## src/rtl/pht_update_queue_pkg.sv

```systemverilog
// pht_update_queue_pkg
//   Shared fetch-unit types for the gshare PHT write path: queue record,
//   pointer/index/counter widths, the gshare index hash and the 2-bit
//   saturating counter update.
package pht_update_queue_pkg;

  localparam int PC_WIDTH                        = 32;
  localparam int INSN_ADDR_BIT_WIDTH             = 2;
  localparam int PHT_ENTRY_NUM_BIT_WIDTH         = 11;
  localparam int BRANCH_GLOBAL_HISTORY_BIT_WIDTH = 10;
  localparam int PHT_QUEUE_SIZE                  = 32;
  localparam int PHT_ENTRY_WIDTH                 = 2;

  typedef logic [PC_WIDTH-1:0]                        PC_Path;
  typedef logic [BRANCH_GLOBAL_HISTORY_BIT_WIDTH-1:0] BranchGlobalHistoryPath;
  typedef logic [PHT_ENTRY_NUM_BIT_WIDTH-1:0]         PHT_IndexPath;
  typedef logic [PHT_ENTRY_WIDTH-1:0]                 PHT_EntryPath;
  typedef logic [$clog2(PHT_QUEUE_SIZE)-1:0]          PhtQueuePointerPath;

  localparam PHT_EntryPath PHT_ENTRY_MAX = 2'd3;

  typedef struct packed {
    PHT_IndexPath phtWA;
    PHT_EntryPath phtWV;
  } PhtQueueEntry;

  // gshare hash: word-aligned PC bits XOR zero-extended global history.
  function automatic PHT_IndexPath ToPHT_Index_GShare(PC_Path addr,
                                                      BranchGlobalHistoryPath hist);
    return addr[INSN_ADDR_BIT_WIDTH +: PHT_ENTRY_NUM_BIT_WIDTH] ^ PHT_IndexPath'(hist);
  endfunction

  // 2-bit saturating counter; clamps at 0 and PHT_ENTRY_MAX, never wraps.
  function automatic PHT_EntryPath UpdatePHT_Counter(PHT_EntryPath prev, logic taken);
    if (taken) begin
      return (prev == PHT_ENTRY_MAX) ? prev : prev + PHT_EntryPath'(1);
    end
    return (prev == PHT_EntryPath'(0)) ? prev : prev - PHT_EntryPath'(1);
  endfunction

endpackage

```

## src/rtl/pht_update_queue_fifo.sv

```systemverilog
// pht_update_queue_fifo
//   Generic registered circular FIFO. Head entry is presented
//   combinationally; pushes become visible at the head one cycle later.
// Ports:
//   clk, rst         clock, async active-high reset
//   push, push_data  write request and data
//   pop              read request (ignored when empty)
//   head_data        current head entry
//   full, empty      flags derived from registered count
//   count            number of stored entries
module pht_update_queue_fifo #(
  parameter int DEPTH = 32,
  parameter int WIDTH = 13
) (
  input  logic                     clk,
  input  logic                     rst,
  input  logic                     push,
  input  logic [WIDTH-1:0]         push_data,
  input  logic                     pop,
  output logic [WIDTH-1:0]         head_data,
  output logic                     full,
  output logic                     empty,
  output logic [$clog2(DEPTH):0]   count
);

  localparam int PTR_W = $clog2(DEPTH);
  localparam int CNT_W = PTR_W + 1;

  logic [PTR_W-1:0] head_q, head_d;
  logic [PTR_W-1:0] tail_q, tail_d;
  logic [CNT_W-1:0] count_q, count_d;
  logic [WIDTH-1:0] mem_q [DEPTH];
  logic [WIDTH-1:0] mem_d [DEPTH];

  logic push_ok;
  logic pop_ok;

  assign full      = (count_q == CNT_W'(DEPTH));
  assign empty     = (count_q == '0);
  assign count     = count_q;
  assign head_data = mem_q[head_q];

  // When full, a concurrent pop frees the slot the push lands in
  // (tail == head); the head is read this cycle before being overwritten.
  assign pop_ok  = pop & ~empty;
  assign push_ok = push & (~full | pop_ok);

  always_comb begin
    head_d  = head_q;
    tail_d  = tail_q;
    count_d = count_q;
    mem_d   = mem_q;
    if (push_ok) begin
      mem_d[tail_q] = push_data;
      tail_d        = tail_q + PTR_W'(1);
    end
    if (pop_ok) begin
      head_d = head_q + PTR_W'(1);
    end
    case ({push_ok, pop_ok})
      2'b10:   count_d = count_q + CNT_W'(1);
      2'b01:   count_d = count_q - CNT_W'(1);
      default: count_d = count_q;
    endcase
  end

  always_ff @(posedge clk or posedge rst) begin
    if (rst) begin
      head_q  <= '0;
      tail_q  <= '0;
      count_q <= '0;
    end else begin
      head_q  <= head_d;
      tail_q  <= tail_d;
      count_q <= count_d;
    end
  end

  // Storage needs no reset: nothing is read while count is zero.
  always_ff @(posedge clk) begin
    mem_q <= mem_d;
  end

endmodule

```

## src/rtl/pht_update_queue.sv

```systemverilog
// pht_update_queue
//   Write-side companion to the gshare PHT read path. Commits resolved
//   conditional branches, computes the new 2-bit counter and PHT index,
//   queues them, and drains one per granted cycle into the PHT write port.
// Ports:
//   clk, rst              clock, async active-high reset
//   brValid, brIsCondBr   branch result strobe / conditional qualifier
//   brAddr, brExecTaken   branch PC and resolved direction
//   brGlobalHistory       history used at prediction time
//   brPhtPrevValue        counter read at prediction time
//   phtWriteGrant         PHT write port available this cycle
//   phtWE, phtWA, phtWV   PHT write enable / index / value
//   queueFull, queueEmpty queue occupancy flags
//   dropCount             saturating count of updates lost to overflow
module pht_update_queue
  import pht_update_queue_pkg::*;
#(
  parameter int QUEUE_DEPTH     = PHT_QUEUE_SIZE,
  parameter int PHT_INDEX_WIDTH = PHT_ENTRY_NUM_BIT_WIDTH,
  parameter int HISTORY_WIDTH   = BRANCH_GLOBAL_HISTORY_BIT_WIDTH
) (
  input  logic                       clk,
  input  logic                       rst,
  input  logic                       brValid,
  input  logic                       brIsCondBr,
  input  logic [PC_WIDTH-1:0]        brAddr,
  input  logic                       brExecTaken,
  input  logic [HISTORY_WIDTH-1:0]   brGlobalHistory,
  input  logic [1:0]                 brPhtPrevValue,
  input  logic                       phtWriteGrant,
  output logic                       phtWE,
  output logic [PHT_INDEX_WIDTH-1:0] phtWA,
  output logic [1:0]                 phtWV,
  output logic                       queueFull,
  output logic                       queueEmpty,
  output logic [15:0]                dropCount
);

  localparam int ENTRY_W = PHT_INDEX_WIDTH + PHT_ENTRY_WIDTH;
  localparam int HI_LSB  = INSN_ADDR_BIT_WIDTH + PHT_INDEX_WIDTH;

  logic                       push_req;
  logic                       pop_req;
  logic [PHT_INDEX_WIDTH-1:0] push_idx;
  PHT_EntryPath               push_ctr;
  logic [ENTRY_W-1:0]         push_entry;
  logic [ENTRY_W-1:0]         head_entry;
  logic                       fifo_full;
  logic                       fifo_empty;
  logic [$clog2(QUEUE_DEPTH):0] unused_fifo_count;
  logic                       unused_addr_bits;
  logic [15:0]                drop_count_q, drop_count_d;

  assign push_req = brValid & brIsCondBr;
  assign pop_req  = phtWriteGrant & ~fifo_empty;

  assign push_idx   = brAddr[INSN_ADDR_BIT_WIDTH +: PHT_INDEX_WIDTH]
                    ^ PHT_INDEX_WIDTH'(brGlobalHistory);
  assign push_ctr   = UpdatePHT_Counter(brPhtPrevValue, brExecTaken);
  assign push_entry = {push_idx, push_ctr};

  // PC byte-offset bits and bits above the hashed window do not feed the index.
  assign unused_addr_bits = ^{brAddr[INSN_ADDR_BIT_WIDTH-1:0], brAddr[PC_WIDTH-1:HI_LSB]};

  pht_update_queue_fifo #(
    .DEPTH (QUEUE_DEPTH),
    .WIDTH (ENTRY_W)
  ) u_fifo (
    .clk       (clk),
    .rst       (rst),
    .push      (push_req),
    .push_data (push_entry),
    .pop       (pop_req),
    .head_data (head_entry),
    .full      (fifo_full),
    .empty     (fifo_empty),
    .count     (unused_fifo_count)
  );

  assign phtWE      = pop_req;
  assign phtWA      = head_entry[ENTRY_W-1 -: PHT_INDEX_WIDTH];
  assign phtWV      = head_entry[PHT_ENTRY_WIDTH-1:0];
  assign queueFull  = fifo_full;
  assign queueEmpty = fifo_empty;
  assign dropCount  = drop_count_q;

  // A push is lost only when full with no concurrent pop; commit never stalls.
  always_comb begin
    drop_count_d = drop_count_q;
    if (push_req && fifo_full && !pop_req && (drop_count_q != 16'hFFFF)) begin
      drop_count_d = drop_count_q + 16'd1;
    end
  end

  always_ff @(posedge clk or posedge rst) begin
    if (rst) begin
      drop_count_q <= '0;
    end else begin
      drop_count_q <= drop_count_d;
    end
  end

endmodule

```

## config.mk

```make
export PLATFORM = sky130hd
export DESIGN_NAME = pht_update_queue
export DESIGN_NICKNAME = d
export VERILOG_FILES = /design/src/rtl/pht_update_queue_pkg.sv /design/src/rtl/pht_update_queue_fifo.sv /design/src/rtl/pht_update_queue.sv
export SDC_FILE = /design/constraint.sdc
export NUM_CORES = 1
export LEC_CHECK = 0
export ABC_AREA = 1
export CORE_MARGIN = 2
export CORE_UTILIZATION = 30
export CTS_BUF_LIST = sky130_fd_sc_hd__clkbuf_8 sky130_fd_sc_hd__clkbuf_16
export DETAILED_ROUTE_END_ITERATION = 10
export PLACE_DENSITY_LB_ADDON = 0.12
export SETUP_SLACK_MARGIN = 0.5
export SYNTH_ARGS = -nofsm -noshare
export SYNTH_HDL_FRONTEND = slang
export SYNTH_HIERARCHICAL = 1
export SYNTH_SLANG_ARGS = --single-unit
```

## constraint.sdc

```tcl
create_clock -name clk -period 7.95 [get_ports clk]
set_input_delay 1.59 -clock clk [delete_from_list [all_inputs] [get_ports clk]]
set_output_delay 1.59 -clock clk [all_outputs]
set_load 0.005 [all_outputs]
```

==> results of run 1 <==
-- cell usage after synthesis --
cell and instances:
nand2_1 707, clkinv_1 1, inv_4 1, nor2_4 1, nand2_8 1, buf_2 50, clkbuf_1 10, nor2_1 82
nor3_1 3, ha_1 11, nand3b_1 3, nor2_2 9, nand3_1 267, o21ai_0 9, xor2_1 18, or2_2 1
buf_6 15, buf_1 9, o211ai_1 13, buf_4 8, nand4_1 9, edfxtp_1 416, fa_1 1, dfrtp_1 32
nand2_2 2, a21oi_1 28, inv_1 241, nand2_4 1, inv_2 5, a31oi_1 1, nand3_2 1, xnor2_1 6
o21ai_2 4
-- final timing paths --
check / startpoint / end / slack (ns)
setup / recovery: u_fifo/head_q[0]$_DFFE_PP0P_ / phtWA[7] / 2.25
hold / removal: u_fifo/count[2]$_DFFE_PP0P_ / u_fifo/count[2]$_DFFE_PP0P_ / 0.53
setup reg to reg: u_fifo/count[0]$_DFFE_PP0P_ / u_fifo/count[5]$_DFFE_PP0P_ / 4.69
hold reg to reg: u_fifo/count[2]$_DFFE_PP0P_ / u_fifo/count[2]$_DFFE_PP0P_ / 0.53
max in group asynchronous: rst / u_fifo/head_q[0]$_DFFE_PP0P_ / 5.96
min in group asynchronous: rst / dropCount[2]$_DFFE_PP0P_ / 1.43
-- worst reg2reg max path: stages (launching register included) --
cell and delay (ns):
dfrtp_1 0.43, nor2_1 0.19, nand4_1 0.15, inv_1 0.11
nor2_1 0.08, nand2_1 0.15, nand2_1 0.21, nand2_1 0.11
buf_4 0.40, ha_1 0.41, ha_1 0.33, nand3_1 0.10
nand3_1 0.11, nand3_1 0.11, nand2_1 0.06, nand2_1 0.06
nand2_1 0.05, nand2_1 0.05, nand2_1 0.05
-- power groups by stage --
stage,logic (mW),clock network (mW),registers [mW]
3_5_place_dp,2.54,0,2.95
5_1_grt,2.78,2.35,2.92
2_1_floorplan,1.70,0,2.81
4_1_cts,2.54,2.26,2.91
6_report,2.48,2.20,2.90
3_3_place_gp,2.52,0,2.95
-- logic make-up (layout without fill, tap and decap cells) --
| group | Yosys count | in the layout |
|---|---|---|
| other | 0 | 4 |
| buffers and inverters | 340 | 434 |
| DFF | 448 | 448 |
| and+or+nand+nor | 1087 | 1087 |
| adders and majority gates | 12 | 12 |
| AOI/OAI and AO/OA | 55 | 55 |
| xor gates and xnor gates | 24 | 24 |
-- stage by stage --
stage / utilization [%] / area (µm²)
floorplan: - / 19990
global placement: 32.87 / 21650
detailed placement: 32.87 / 21650
CTS: 35.24 / 23210
global route: 35.24 / 23210
finish: 35.26 / 23220
-- per-layer routing --
metal  share of wire [%]  routed length (µm)
met1                  45               24750
met2                  49               26960
met3                 4.2                2303
met4                 1.3                 734
met5                   0                   0
-- cell type report --
cell class,instances,area (µm²)
flip-flops and latches,448,13300
multi-input cells,1178,5438
diodes,4,10.01
inverters,248,938.4
well taps,864,1081
clock buffers,58,1384
fillers,6639,42640
clock inverters,34,176.4
repair buffers,94,893.4
-- sequential cells by signal, indices dropped and copies added, names as in the netlist --
signal / cells
u_fifo/count: 6
u_fifo/head_q: 5
u_fifo/tail_q: 5
dropCount: 16
u_fifo/mem_q: 416
==> out/qor.yml, run 1 <==
synth:
  synth_top_area_share_pct: 62.50
  syn_area_per_cell_um2: 10.17
  synth_area_um2: 19990
  yosysUniqueCellTypes: 33
  synth-adder-area-share_pct: 0.7887
  synth_nets: 2028
  synth_top_family_by_area: "simple AND/OR/NAND/NOR gates"
  synthMuxAreaShare_pct: 0
  ys_ff_latch: 448
  netlist_instances: 1966
  synth-compound-area-share_pct: 1.621
  yosys.area.top_type: "edfxtp_1"
  synth-seq-area-share_pct: 66.50
  synth_xor_area_share_pct: 1.052
  synthSimpleGateAreaFrac_pct: 22.61
  yosys-top-cells-area: "edfxtp_1 62%, nand2_1 13%, nand3_1 6.7%"
  yosys_warnings: 6
job:
  max_cap_viol_count: 0
floorplanning:
  start_util_pct: 30.35
  row_count: 94
  die_width_um: 262.1
  io_pins: 82
  die_area_um2: 68710
  core_um2: 65860
  die_h_um: 262.1
clocking:
  cts_root_buf: "clkbuf_16"
  cts_htree_levels: 2
  clockBufferDepth: 3
  postCtsResizedCells: 0
  path_clk_slew_ns: 0.05
  insertion_delay_ns: 0.60
  postCtsHoldBufs: 0
  cts_tree: "yes"
  cts_made_buffers: 51
  cts_setup_buffers: 0
  clock_sinks: 448
worst_setup_path:
  critical_path.top_delay_family: "buffers and inverters"
  cpMostUsedCell: "nand2_1"
  arrival_ns: 4.11
  crit_chain: "inv_6 -> buf_12 -> nand2_1 -> nand2_1 -> nand2_1 -> nand3_1 -> nand3_1 -> nand2_1 -> nand2_1 -> inv_1 -> clkdlybuf4s50_1"
  crit_cells: 11
  crit_type: "reg2out"
  cp-end-kind: "primary output"
  cp_num_buf_inv: 4
  reg2regPathDepth: 18
  cpMaxStageDelayCell: "dfrtp_4"
  cp_slowest_stage_delay_ns: 0.70
  cp_data_required_time_ns: 6.36
  cp_max_fo: 99
  setup.worst_path.start_class: "register"
power_and_ir_drop:
  switchingPower_mw: 2.827
  power_density_nw_per_um2: 326.5
  leakagePower_nw: 9.311
  total_power_mw: 7.582
  intPower_mw: 4.755
  ir_drop_mv: 0.1900
  p_comb_share_pct: 32.7
  sw_frac_of_total_pct: 37.29
  clock_power_share_pct: 29.0
  seq_power_share_pct: 38.3
route:
  wirelength_mm: 54.74
  drt_iter0_markers: 804
  via_per_inst: 4.535
  wl_per_cell_um: 18.70
  routed-via-count: 13280
  drcViolationCount: 0
  antenna_left: 0
  dr.pass1.iters: 5
global_route:
  met2_usage_pct: 27.50
  grt_pass1_wl_mm: 81.03
  grt_usage_pct: 16.04
  met3_usage_pct: 2.604
  grt_pass1_vias: 12590
  grt-busiest-layer: "met2"
  gr-total-overflow: 0
  antenna_found_initial: 0
  grt_max_degree: 135
  grtUsageMet1_pct: 21.44
sta:
  rsz0062_at_grt: "false"
  min_period_ns: 5.695
  slew_viol_final: 0
  hold_slack_ns: 0.5348
  finalSetupViolations: 0
  fin_setup_tns_ns: 0
  hold_viol: 0
  tightest_slew_ns: 1.158
  max_freq_mhz: 175.6
  fin_crit_sh_pct: 71.64
  relSlewSlack_pct: 22.79
  skew_ns: 0.01718
  setup_slack_ns: 2.255
outcome:
  status: "completed"
cells_and_area:
  final_layout_size_suffix_gt1_share_pct: 7.330
  nets: 2083
  final_cell_mix: "707 x nand2_1, 416 x edfxtp_1, 267 x nand3_1"
  layout.cells.non_filler: 2928
  final_common_cell: "nand2_1"
  syn_to_final_growth_pct: 16.18
min_path:
  whs_path_depth: 2
  hold_path_class: "reg2reg"
place:
  post-place-ws_ns: 2.886
  port_buffers: 60
  placed_cells: 2832
  hpwl_mm: 29.46
  gp_congestion: 0.7521
Power figures use the tool's default switching activity.
==> inputs of run 2 (changes only) <==
==> constraint.sdc (replaced) <==
create_clock -name clk -period 5.9 [get_ports clk]
set_input_delay 1.18 -clock clk [delete_from_list [all_inputs] [get_ports clk]]
set_output_delay 1.18 -clock clk [all_outputs]
set_load 0.005 [all_outputs]
==> out/qor.yml, run 2 (synthesis results as in run 1) <==
worst_setup_path:
  cpMaxStageDelayCell: "inv_6"
  r2r_slack_ns: 2.99
  setup.worst_path.start_class: "register"
  arrival_ns: 3.93
  cp_slowest_stage_delay_ns: 0.70
  cp_data_required_time_ns: 4.72
  crit_chain: "inv_6 -> buf_4 -> nand2_1 -> nand2_1 -> nand2_1 -> nand3_1 -> nand3_1 -> nand2_1 -> nand2_1 -> inv_1 -> clkdlybuf4s50_1"
  cp_num_buf_inv: 4
  cpMostUsedCell: "nand2_1"
  crit_type: "reg2out"
  cp_max_fo: 101
  cp-end-kind: "primary output"
  critical_path.top_delay_family: "buffers and inverters"
global_route:
  grt_pass1_vias: 12800
  grt_usage_pct: 16.23
  antenna_found_initial: 0
  grt_pass1_wl_mm: 82.32
  grt_max_degree: 184
  gr-total-overflow: 0
power_and_ir_drop:
  ir_drop_mv: 0.3412
  seq_power_share_pct: 37.2
  p_comb_share_pct: 33.4
  power_density_nw_per_um2: 443.8
  total_power_mw: 10.36
  sw_frac_of_total_pct: 37.16
  intPower_mw: 6.509
  leakagePower_nw: 9.378
  switchingPower_mw: 3.849
  clock_power_share_pct: 29.5
clocking:
  cts_root_buf: "clkbuf_16"
  insertion_delay_ns: 0.58
  path_clk_slew_ns: 0.06
  cts_htree_levels: 2
  cts_setup_buffers: 0
  cts_tree: "yes"
  postCtsHoldBufs: 0
  clockBufferDepth: 3
  clock_sinks: 448
  cts_made_buffers: 52
  postCtsResizedCells: 0
min_path:
  hold_path_class: "reg2reg"
floorplanning:
  start_util_pct: 30.35
  die_area_um2: 68710
  die_width_um: 262.1
  io_pins: 82
  die_h_um: 262.1
  core_um2: 65860
  row_count: 94
route:
  drt_iter0_markers: 781
  wirelength_mm: 54.96
  dr.pass1.iters: 5
  antenna_left: 0
  routed-via-count: 13360
  drcViolationCount: 0
  wl_per_cell_um: 18.66
  via_per_inst: 4.538
sta:
  tightest_slew_ns: 1.152
  skew_ns: 0.008149
  rsz0062_at_grt: "false"
  fin_crit_sh_pct: 86.56
  min_period_ns: 5.107
  slew_viol_final: 0
  setup_slack_ns: 0.7928
  finalSetupViolations: 0
  relSlewSlack_pct: 23.08
  hold_viol: 0
  fin_setup_tns_ns: 0
  max_freq_mhz: 195.8
cells_and_area:
  largest_reg_flops: 416
  syn_to_final_growth_pct: 16.76
  final_layout_size_suffix_gt1_share_pct: 7.552
  multi_input_comb_area_um2: 5410
  nets: 2100
  post-route-cell-area_um2: 23340
  largest_register: "u_fifo/mem_q"
  final_cell_mix: "707 x nand2_1, 416 x edfxtp_1, 267 x nand3_1"
  final_common_cell: "nand2_1"
  seq_area_um2: 13300
  fillers: 6596
place:
  dpl_cell_area_um2: 21730
  gp_congestion: 0.7665
  post-place-ws_ns: 1.388
  port_buffers: 60
  hpwl_mm: 30.42
outcome:
  status: "completed"
job:
  max_cap_viol_count: 0
## run 2: cell types whose count changed in the layout (fill, tap and decap cells not counted), moves of 2 or more
| cell | change |
|---|---|
| clkinv_1 | +11 |
| buf_4 | +17 |
| inv_1 | -9 |
| clkbuf_8 | -6 |
| nor2_1 | +11 |
| diode_2 | -2 |
| clkinv_2 | +4 |
| bufinv_16 | +3 |
| nor2_2 | -11 |
## run 2: stage by stage
step / utilization [%] / hold slack (ns) / std cells
floorplan: - / 0.4816 / 1966
global placement: 32.99 / 0.5068 / 2848
detailed placement: 32.99 / 0.5115 / 2848
CTS: 35.43 / 0.5252 / 2943
global route: 35.43 / 0.5642 / 2943
finish: 35.44 / 0.5273 / 2945
## run 2: cell type report
| type | count | area share [%] |
|---|---|---|
| tap | 864 | 4.632 |
| clock inverter | 42 | 1.185 |
| sequential | 448 | 56.99 |
| inverter | 248 | 4.021 |
| timing repair buffer | 110 | 4.289 |
| antenna | 2 | 0.02144 |
| multi-input combinational | 1178 | 23.18 |
| clock buffer | 53 | 5.683 |
## run 2: routing by layer
layer	routed length (µm)	track usage [%]
met3	1885	2.344
met2	26610	27.31
met5	0	0
met4	1357	4.473
met1	25110	21.86
## run 2: worst paths after layout
check	end	startpoint	cells past startpoint
worst max-delay path	phtWV[0]	u_fifo/head_q[0]$_DFFE_PP0P_	11
worst min-delay path	u_fifo/tail_q[3]$_DFFE_PP0P_	u_fifo/tail_q[3]$_DFFE_PP0P_	2
worst max register to register	u_fifo/mem_q[324]$_DFFE_PP_	u_fifo/count[0]$_DFFE_PP0P_	9
worst min register to register	u_fifo/tail_q[3]$_DFFE_PP0P_	u_fifo/tail_q[3]$_DFFE_PP0P_	2
max in group asynchronous	u_fifo/head_q[0]$_DFFE_PP0P_	rst	2
min in group asynchronous	dropCount[11]$_DFFE_PP0P_	rst	2
## run 2: worst reg2reg max path, delay by kind of cell (launching register included)
| family | cells | cell delay, ns |
|---|---|---|
| flops | 1 | 0.43 |
| simple gates | 7 | 1.75 |
| buf+inv | 2 | 0.35 |
## run 2: power by group through the flow
stage	Sequential [mW]	Combinational [mW]	Clock [mW]
after CTS	3.85	3.54	3.15
after global routing	3.88	3.86	3.26
after detailed placement	3.92	3.53	0
final	3.85	3.46	3.05
after floorplan	3.79	2.30	0
after global placement	3.91	3.52	0
